--- config.mk ---
export PLATFORM = sky130hd
export DESIGN_NAME = shift_right_multicycle_flat
export DESIGN_NICKNAME = d
export VERILOG_FILES = /design/src/rtl/shift_right_multicycle_if.sv /design/src/rtl/shift_right_multicycle.sv /design/src/flat_wrapper.sv
export SDC_FILE = /design/constraint.sdc
export NUM_CORES = 1
export LEC_CHECK = 0
export BUFFER_PORTS_ARGS = -buffer_cell sky130_fd_sc_hd__buf_2
export CORE_AREA = 2 2 138 73
export DETAILED_ROUTE_END_ITERATION = 6
export DIE_AREA = 0 0 140 75
export GPL_TIMING_DRIVEN = 0
export PLACE_DENSITY_LB_ADDON = 0.05
export SLEW_MARGIN = 5
export SYNTH_ARGS = -nofsm -noshare
export SYNTH_HDL_FRONTEND = slang
export SYNTH_SLANG_ARGS = --single-unit
--- constraint.sdc ---
create_clock -name clock -period 2.1 [get_ports clock]
set_input_delay 0.105 -clock clock [delete_from_list [all_inputs] [get_ports clock]]
set_output_delay 0.105 -clock clock [all_outputs]
set_load 0.02 [all_outputs]
--- src/rtl/shift_right_multicycle_if.sv ---
// Start/ready handshake bundle for the multicycle right shifter.
interface shift_right_multicycle_if #(
  parameter int unsigned WIDTH = 32,
  parameter int unsigned SW    = 5
);
  logic             ctrl_shift;
  logic             ctrl_arith;
  logic [WIDTH-1:0] data_operandA;
  logic [SW-1:0]    shamt;
  logic [WIDTH-1:0] data_result;
  logic             data_resultRDY;
  logic             busy;

  modport master (
    output ctrl_shift, ctrl_arith, data_operandA, shamt,
    input  data_result, data_resultRDY, busy
  );

  modport slave (
    input  ctrl_shift, ctrl_arith, data_operandA, shamt,
    output data_result, data_resultRDY, busy
  );
endinterface

--- src/rtl/shift_right_multicycle.sv ---
// Multicycle logical/arithmetic right shifter, one log2 stage per clock.
// Optional SHIFT_EARLY_DONE_EN: finish as soon as no higher shamt bits remain.
module shift_right_multicycle #(
  parameter int unsigned WIDTH = 32,
  parameter int unsigned SW    = 5
) (
  input logic                     clock,
  input logic                     reset,
  shift_right_multicycle_if.slave bus
);

  localparam int unsigned CW = $clog2(SW + 1);

  typedef enum logic [1:0] {StIdle, StShift, StDone} state_e;

  state_e           state_q, state_d;
  logic [CW-1:0]    cnt_q, cnt_d;
  logic [WIDTH-1:0] work_q, work_d;
  logic [SW-1:0]    shamt_q, shamt_d;
  logic             fill_q, fill_d;
  logic [WIDTH-1:0] result_q, result_d;

  logic             fill_in;
  logic [WIDTH-1:0] cap_val;
  logic [WIDTH-1:0] stage_val [SW];
  logic [WIDTH-1:0] stage_out;
  logic             last_cap;
  logic             last_shift;

  function automatic logic [WIDTH-1:0] shr_fill(input logic [WIDTH-1:0] v,
                                                input int unsigned amt, input logic fill);
    logic [2*WIDTH-1:0] ext;
    ext = {{WIDTH{fill}}, v} >> amt;
    return ext[WIDTH-1:0];
  endfunction

  assign fill_in = bus.ctrl_arith & bus.data_operandA[WIDTH-1];
  // Stage 0 is applied directly to the incoming operand on the capture edge.
  assign cap_val = bus.shamt[0] ? shr_fill(bus.data_operandA, 1, fill_in) : bus.data_operandA;

  assign stage_val[0] = work_q;
  for (genvar k = 1; k < SW; k++) begin : g_stage
    assign stage_val[k] = shamt_q[k] ? shr_fill(work_q, 32'(1) << k, fill_q) : work_q;
  end

  assign stage_out = stage_val[cnt_q];

`ifdef SHIFT_EARLY_DONE_EN
  assign last_cap   = (bus.shamt >> 1) == '0;
  assign last_shift = (shamt_q >> (cnt_q + CW'(1))) == '0;
`else
  assign last_cap   = 1'b0;
  assign last_shift = (cnt_q == CW'(SW - 1));
`endif

  always_comb begin
    state_d  = state_q;
    cnt_d    = cnt_q;
    work_d   = work_q;
    shamt_d  = shamt_q;
    fill_d   = fill_q;
    result_d = result_q;
    unique case (state_q)
      StIdle, StDone: begin
        state_d = StIdle;
        if (bus.ctrl_shift) begin
          shamt_d = bus.shamt;
          fill_d  = fill_in;
          work_d  = cap_val;
          cnt_d   = CW'(1);
          if (last_cap) begin
            state_d  = StDone;
            result_d = cap_val;
          end else begin
            state_d = StShift;
          end
        end
      end
      StShift: begin
        work_d = stage_out;
        cnt_d  = cnt_q + CW'(1);
        if (last_shift) begin
          state_d  = StDone;
          result_d = stage_out;
        end
      end
      default: state_d = StIdle;
    endcase
  end

  always_ff @(posedge clock) begin
    if (reset) begin
      state_q  <= StIdle;
      cnt_q    <= '0;
      work_q   <= '0;
      shamt_q  <= '0;
      fill_q   <= 1'b0;
      result_q <= '0;
    end else begin
      state_q  <= state_d;
      cnt_q    <= cnt_d;
      work_q   <= work_d;
      shamt_q  <= shamt_d;
      fill_q   <= fill_d;
      result_q <= result_d;
    end
  end

  assign bus.busy           = (state_q == StShift);
  assign bus.data_resultRDY = (state_q == StDone);
  assign bus.data_result    = result_q;

endmodule
--- src/flat_wrapper.sv ---
// flat-port wrapper written by rule: the top's interface ports become plain ports
module shift_right_multicycle_flat 
#(
  parameter int unsigned WIDTH = 32,
  parameter int unsigned SW    = 5
)
  (clock, reset, bus_ctrl_shift, bus_ctrl_arith, bus_data_operandA, bus_shamt, bus_data_result, bus_data_resultRDY, bus_busy);
  shift_right_multicycle_if #(.WIDTH(WIDTH), .SW(SW)) bus_i ();
  input logic clock;
  input logic reset;
  input wire logic [$bits(bus_i.ctrl_shift)-1:0] bus_ctrl_shift;
  input wire logic [$bits(bus_i.ctrl_arith)-1:0] bus_ctrl_arith;
  input wire logic [$bits(bus_i.data_operandA)-1:0] bus_data_operandA;
  input wire logic [$bits(bus_i.shamt)-1:0] bus_shamt;
  output wire logic [$bits(bus_i.data_result)-1:0] bus_data_result;
  output wire logic [$bits(bus_i.data_resultRDY)-1:0] bus_data_resultRDY;
  output wire logic [$bits(bus_i.busy)-1:0] bus_busy;
  assign bus_i.ctrl_shift = bus_ctrl_shift;
  assign bus_i.ctrl_arith = bus_ctrl_arith;
  assign bus_i.data_operandA = bus_data_operandA;
  assign bus_i.shamt = bus_shamt;
  assign bus_data_result = bus_i.data_result;
  assign bus_data_resultRDY = bus_i.data_resultRDY;
  assign bus_busy = bus_i.busy;
  shift_right_multicycle #(.WIDTH(WIDTH), .SW(SW)) u_core (.clock(clock), .reset(reset), .bus(bus_i));
endmodule
# After elaboration in Yosys (flattened, before gate mapping)
# Cells that the tools add are included.
word_totals:
  regBits: 75
  in_bits: 41
classes:
  addsub: 1
  order_cmp: 1
  n_eq_ne: 5
  mux: 15
  n_bitwise: 2
  reduce_logical: 6
op_table:
  columns: ["cell", "count"]
  rows:
  - ["32-bit two-way mux", 8]
  - ["32-bit binary-select mux with 3-bit select", 1]
  - ["32-bit one-hot mux with 2 select lines", 1]
  - ["3-bit one-hot mux with 2 select lines", 1]
  - ["2-bit AND reduction", 3]
  - ["4-bit >= comparator (second input constant)", 1]
  - ["3-bit inverter with 4-bit output", 1]
  - ["2-bit one-hot mux with 2 select lines", 1]
  - ["3-bit by 1-bit adder with 3-bit output (second input constant)", 1]
  - ["3-bit == test (second input constant)", 1]
  - ["3-bit two-way mux", 1]
  - ["2-bit by 1-bit == test with 1-bit output (second input constant)", 1]
  - ["2-bit == test (second input constant)", 1]
  - ["2-bit zero test", 1]
  - ["2-bit two-way mux", 1]
  - ["2-bit by 1-bit inequality test with 1-bit output (second input constant)", 1]
  - ["2-bit inequality test (second input constant)", 1]
  - ["2-bit nonzero test", 1]
  - ["2-bit OR reduction", 1]
  - ["1-bit bitwise AND", 1]
  - ["1-bit two-way mux", 1]

# Depth between registers and ports, before layout
depth:
  depth_word: 5
  mapped_depth: 9
  depth_no_buf: 6

# Worst setup path before layout
# Ideal clock, no wire load.
synth_timing:
  kind: "flip-flop to flip-flop"
  from: "reg u_core.cnt_q[1]"
  to: "reg u_core.result_q[0] (netlist: u_core.bus.data_result[0])"
  setup_ns: 0.070
  arrival_ns: 1.762
  setup_slack_ns: 0.267
  path_stages_with_launch: 10
  path_buffers: 3
  synth_period_minus_slack_ns: 1.833
  path_cell_list: "dfxtp_1 -> buf_6 -> clkinv_1 -> clkbuf_1 -> ha_1 -> nand2_1 -> nor2_1 -> clkbuf_1 -> nand2_1 -> a21oi_1"
synth_via:
  elab_chain_cells: 4
synth_lines:
  columns: ["element", "line", "source"]
  rows:
  - ["start: declaration", "shift_right_multicycle.sv:17", "logic [CW-1:0] cnt_q, cnt_d;"]
  - ["start signal: assignment", "shift_right_multicycle.sv:101", "cnt_q <= cnt_d;"]
  - ["3-bit inverter with 4-bit output (not written as such)", "shift_right_multicycle.sv:46", "assign stage_out = stage_val[cnt_q];"]
  - ["32-bit binary-select mux with 3-bit select", "shift_right_multicycle.sv:46", null]
  - ["32-bit two-way mux (not written as such) (2 in a row)", "shift_right_multicycle.sv:46", null]
  - ["end signal: assignment", "shift_right_multicycle.sv:105", "result_q <= result_d;"]
  - ["end: declaration", "shift_right_multicycle.sv:21", "logic [WIDTH-1:0] result_q, result_d;"]
# Parallel ways exist; a longest one is shown, timed or not. The select of a mux whose other input is x is not followed.
# A chain may end at the register's enable or synchronous reset.

# Worst setup path after layout
layout_timing:
  from: "reg u_core.cnt_q[1]"
  to: "reg u_core.work_q[23]"
layout_via:
  elab_chain_cells: 5
layout_lines:
  columns: ["element", "line", "source"]
  rows:
  - ["3-bit inverter with 4-bit output (not written as such)", "shift_right_multicycle.sv:46", null]
  - ["32-bit binary-select mux with 3-bit select", "shift_right_multicycle.sv:46", null]
  - ["32-bit two-way mux (not written as such) (2 in a row)", "shift_right_multicycle.sv:46", null]
  - ["32-bit one-hot mux with 2 select lines", "shift_right_multicycle.sv:63", "unique case (state_q)"]
  - ["end signal: assignment", "shift_right_multicycle.sv:102", "work_q <= work_d;"]
  - ["end: declaration", "shift_right_multicycle.sv:18", "logic [WIDTH-1:0] work_q, work_d;"]
# Every way passes these cells. The select of a mux whose other input is x is not followed.

==> flow_metrics.env <==
export IMPL_firstDrtPassIters=7
export IMPL_io_pins=75
export IMPL_r2r_end="u_core.work_q[23]"
export IMPL_worstMarginPinSlew_ns=0.781
export IMPL_cts_tree="done"
export IMPL_reg2reg_depth=7
export IMPL_synth_area_leader_cell="dfxtp_1"
export IMPL_cp_arrival_ns=2.23
export IMPL_antennaDiodeCount=0
export IMPL_status="complete, but fails checks"
export IMPL_synth_cell_types=43
export IMPL_yosysSeqAreaShare=0.277
export IMPL_ys_ff_latch=74
export IMPL_die_w_um=140
export IMPL_synth_most_common_cell="nand2_1"
export IMPL_die_height_um=75
export IMPL_instances_no_fill=883
export IMPL_drtIter0Drc=917
export IMPL_slew_violations=0
export IMPL_area_growth_pct=16.0
export IMPL_core_sq_um=9230
export IMPL_ir_drop_v=0.000411
export IMPL_power_share_sequential=0.366
export IMPL_rr_startpoint="u_core.cnt_q[1]"
export IMPL_finClkSkew_ns=0.0149
export IMPL_synth_area_sq_um=5350
export IMPL_placedCellCount=868
export IMPL_clkPwrFrac=0.388
export IMPL_hpwl_um=14600
export IMPL_die_area_sq_um=10500
export IMPL_start_kind="flip-flop"
export IMPL_period_share=0.967
export IMPL_slew_headroom=0.479
export IMPL_synth_nets=717
export IMPL_remaining_drc_errors=13
export IMPL_grt_pass1_vias=5079
export IMPL_drt_wl_total_um=20100
export IMPL_ant_nets=0
export IMPL_place_congestion=1.05
export IMPL_fillers=803
export IMPL_cts_sinks=74
export IMPL_grt_pass1_wl_um=29800
export IMPL_antenna_found_initial=0
export IMPL_start_util=0.580
export IMPL_io_buffers=73
export IMPL_worstPathRequired_ns=2.30
export IMPL_hold_viol=1
export IMPL_total_power_mw=4.27
export IMPL_intPower_mw=2.83
export IMPL_hold_ws_ns=-0.00442
export IMPL_avgSynthCellArea_sq_um=7.94
export IMPL_via_count=5816
export IMPL_worstHoldPathType="in -> reg"
export IMPL_path_class="reg -> reg"
export IMPL_insertion_delay_ns=0.36
export IMPL_clkTransAtPathRegs_ns=0.07
export IMPL_root_buffer="clkbuf_16"
export IMPL_drive_gt1_frac=0.273
export IMPL_max_cap_violations=0
export IMPL_comb_power_share=0.245
export IMPL_cts_hold_buf=0
export IMPL_nNetsFinal=800
export IMPL_swShare=0.337
export IMPL_netlist_top_cells_area="dfxtp_1 28%, mux2i_1 16%, mux2_2 10%, nand2_1 9.0%, a21oi_1 6.9%"
export IMPL_synth_top_area_frac=0.277
export IMPL_syn_inst=674
export IMPL_via_per_inst=6.59
export IMPL_hold_end="u_core.shamt_q[4]"
export IMPL_hold_start="bus_shamt[4]"
export IMPL_setup_viol=0
export IMPL_grt_overflow_total=0
export IMPL_pwr_density_cell_nw_per_um2=688
export IMPL_failed_checks="DRC, hold timing"
export IMPL_ys_warn_count=0
export IMPL_ys_top_cells_by_count="128 x nand2_1, 86 x mux2i_1, 74 x a21oi_1, 74 x dfxtp_1, 48 x mux2_2"
export IMPL_row_count=25
export IMPL_rrSetupSlack_ns=0.07
export IMPL_synth_ff_type="dfxtp_1"
export IMPL_wl_per_cell_um=22.7
export IMPL_cp_end_kind="flip-flop"
export IMPL_power_leakage_nw=2.50
export IMPL_min_path_cells=3
export IMPL_grtUsageTotal=0.382
export IMPL_fmax_mhz=492
export IMPL_cp_max_fo=10
export IMPL_cts_max_level=3
export IMPL_grt_max_degree=19
export IMPL_cts_buffers=9
export IMPL_clock_path_buffers=2
export IMPL_synthArstFlopShare=0
export IMPL_finalCriticalPeriod_ns=2.03
export IMPL_synth_edf_count=0
export IMPL_p_switching_mw=1.44
-- placed cells by master (no fill, tap or decap), types with 2 or more instances in the layout --
cell type and count:
a211oi_1 3, a21oi_1 74, a21oi_2 6, a221oi_1 6
a221oi_2 2, a222oi_1 24, buf_1 7, buf_2 103
buf_4 6, buf_6 5, clkbuf_1 20, clkbuf_16 9
clkbuf_2 11, clkbuf_4 2, clkinv_4 2, clkinvlp_4 2
dfxtp_1 73, ha_1 2, inv_6 2, mux2_1 3
mux2_2 48, mux2i_1 86, nand2_1 128, nand2b_1 19
nand3_1 2, nand4_1 4, nor2_1 32, nor2b_1 2
nor3_1 3, o21ai_0 22, o21ai_1 3, o221ai_1 6
o22ai_1 26
-- power by group through the flow --
| stage | clock [mW] | sequential (mW) | combinational [mW] |
|---|---|---|---|
| 5_1_grt | 1.71 | 1.57 | 1.11 |
| 2_1_floorplan | 0 | 1.55 | 0.703 |
| 6_report | 1.66 | 1.57 | 1.05 |
| 4_1_cts | 1.65 | 1.56 | 0.998 |
| 3_5_place_dp | 0 | 1.59 | 0.990 |
| 3_3_place_gp | 0 | 1.58 | 0.966 |
-- kinds of logic after synthesis --
kind of cell,Yosys count,synth area share
compound gates,174,0.210
fa+ha+maj,2,0.00467
buf+inv,86,0.0799
flops,74,0.277
mux,137,0.268
simple gates,201,0.161
-- state kept, by name, summed over array words and instances, names as in the netlist --
register,flops
u_core.bus.data_result,32
u_core.fill_q,1
u_core.state_q,2
u_core.shamt_q,4
u_core.work_q,32
u_core.cnt_q,3
-- worst max-delay path: stages (launching register included) --
cell and delay [ns]:
dfxtp_1 0.35, buf_6 0.17, or2_1 0.10, buf_2 0.15, clkbuf_4 0.22, a21oi_1 0.09
a222oi_1 0.62, o22ai_1 0.17
-- cell type report --
cell class / count / area (sq um) / share of cell area
multi-input cells: 514 / 3450 / 0.556
flip-flops and latches: 74 / 1480 / 0.239
plain buffers: 80 / 415 / 0.0669
repair buffers: 74 / 373 / 0.0601
clock buffers: 10 / 239 / 0.0385
well taps: 121 / 151 / 0.0244
clock inverters: 6 / 72.6 / 0.0117
inverters: 4 / 22.5 / 0.00363
-- worst max path at each step --
stage / startpoint / to / slack, ns / depth (start not counted)
final: u_core.cnt_q[1] / u_core.work_q[23] / 0.07 / 7
after global routing: u_core.cnt_q[1] / u_core.work_q[23] / -0.001 / 7
after CTS: u_core.cnt_q[1] / u_core.bus.data_result[17] / 0.04 / 8
after detailed placement: u_core.cnt_q[1] / u_core.bus.data_result[31] / -0.49 / 9
after global placement: u_core.cnt_q[1] / u_core.bus.data_result[21] / -0.46 / 9
after floorplan: u_core.cnt_q[1] / u_core.bus.data_result[0] / 0.27 / 9
-- routing by layer --
metal  vias up  wire, um  track usage
met5         -         0            0
met4         0       280       0.0943
met3        41      3110        0.120
met2       470      7850        0.531
met1      2703      8840        0.570
li1       2602         -            -
-- repair_timing --
item                       4_1_cts  5_1_grt
hold endpoints to repair         0        0
setup endpoints to repair       33       31
cloned                           0        0
resized for setup                4       13
pin swaps                        0        1
setup buffers                    1        0
-- metrics by stage --
stage               instance area [sq um]  utilization  setup WS [ns]  setup TNS, ns
floorplan                            5350            -          0.267              0
global placement                     5870        0.636         -0.465         -12.05
detailed placement                   5870        0.636         -0.495         -12.50
CTS                                  6190        0.671         0.0449              0
global route                         6210        0.673       -0.00143       -0.00143
finish                               6210        0.673         0.0691              0
Power figures use the tool's default switching activity.
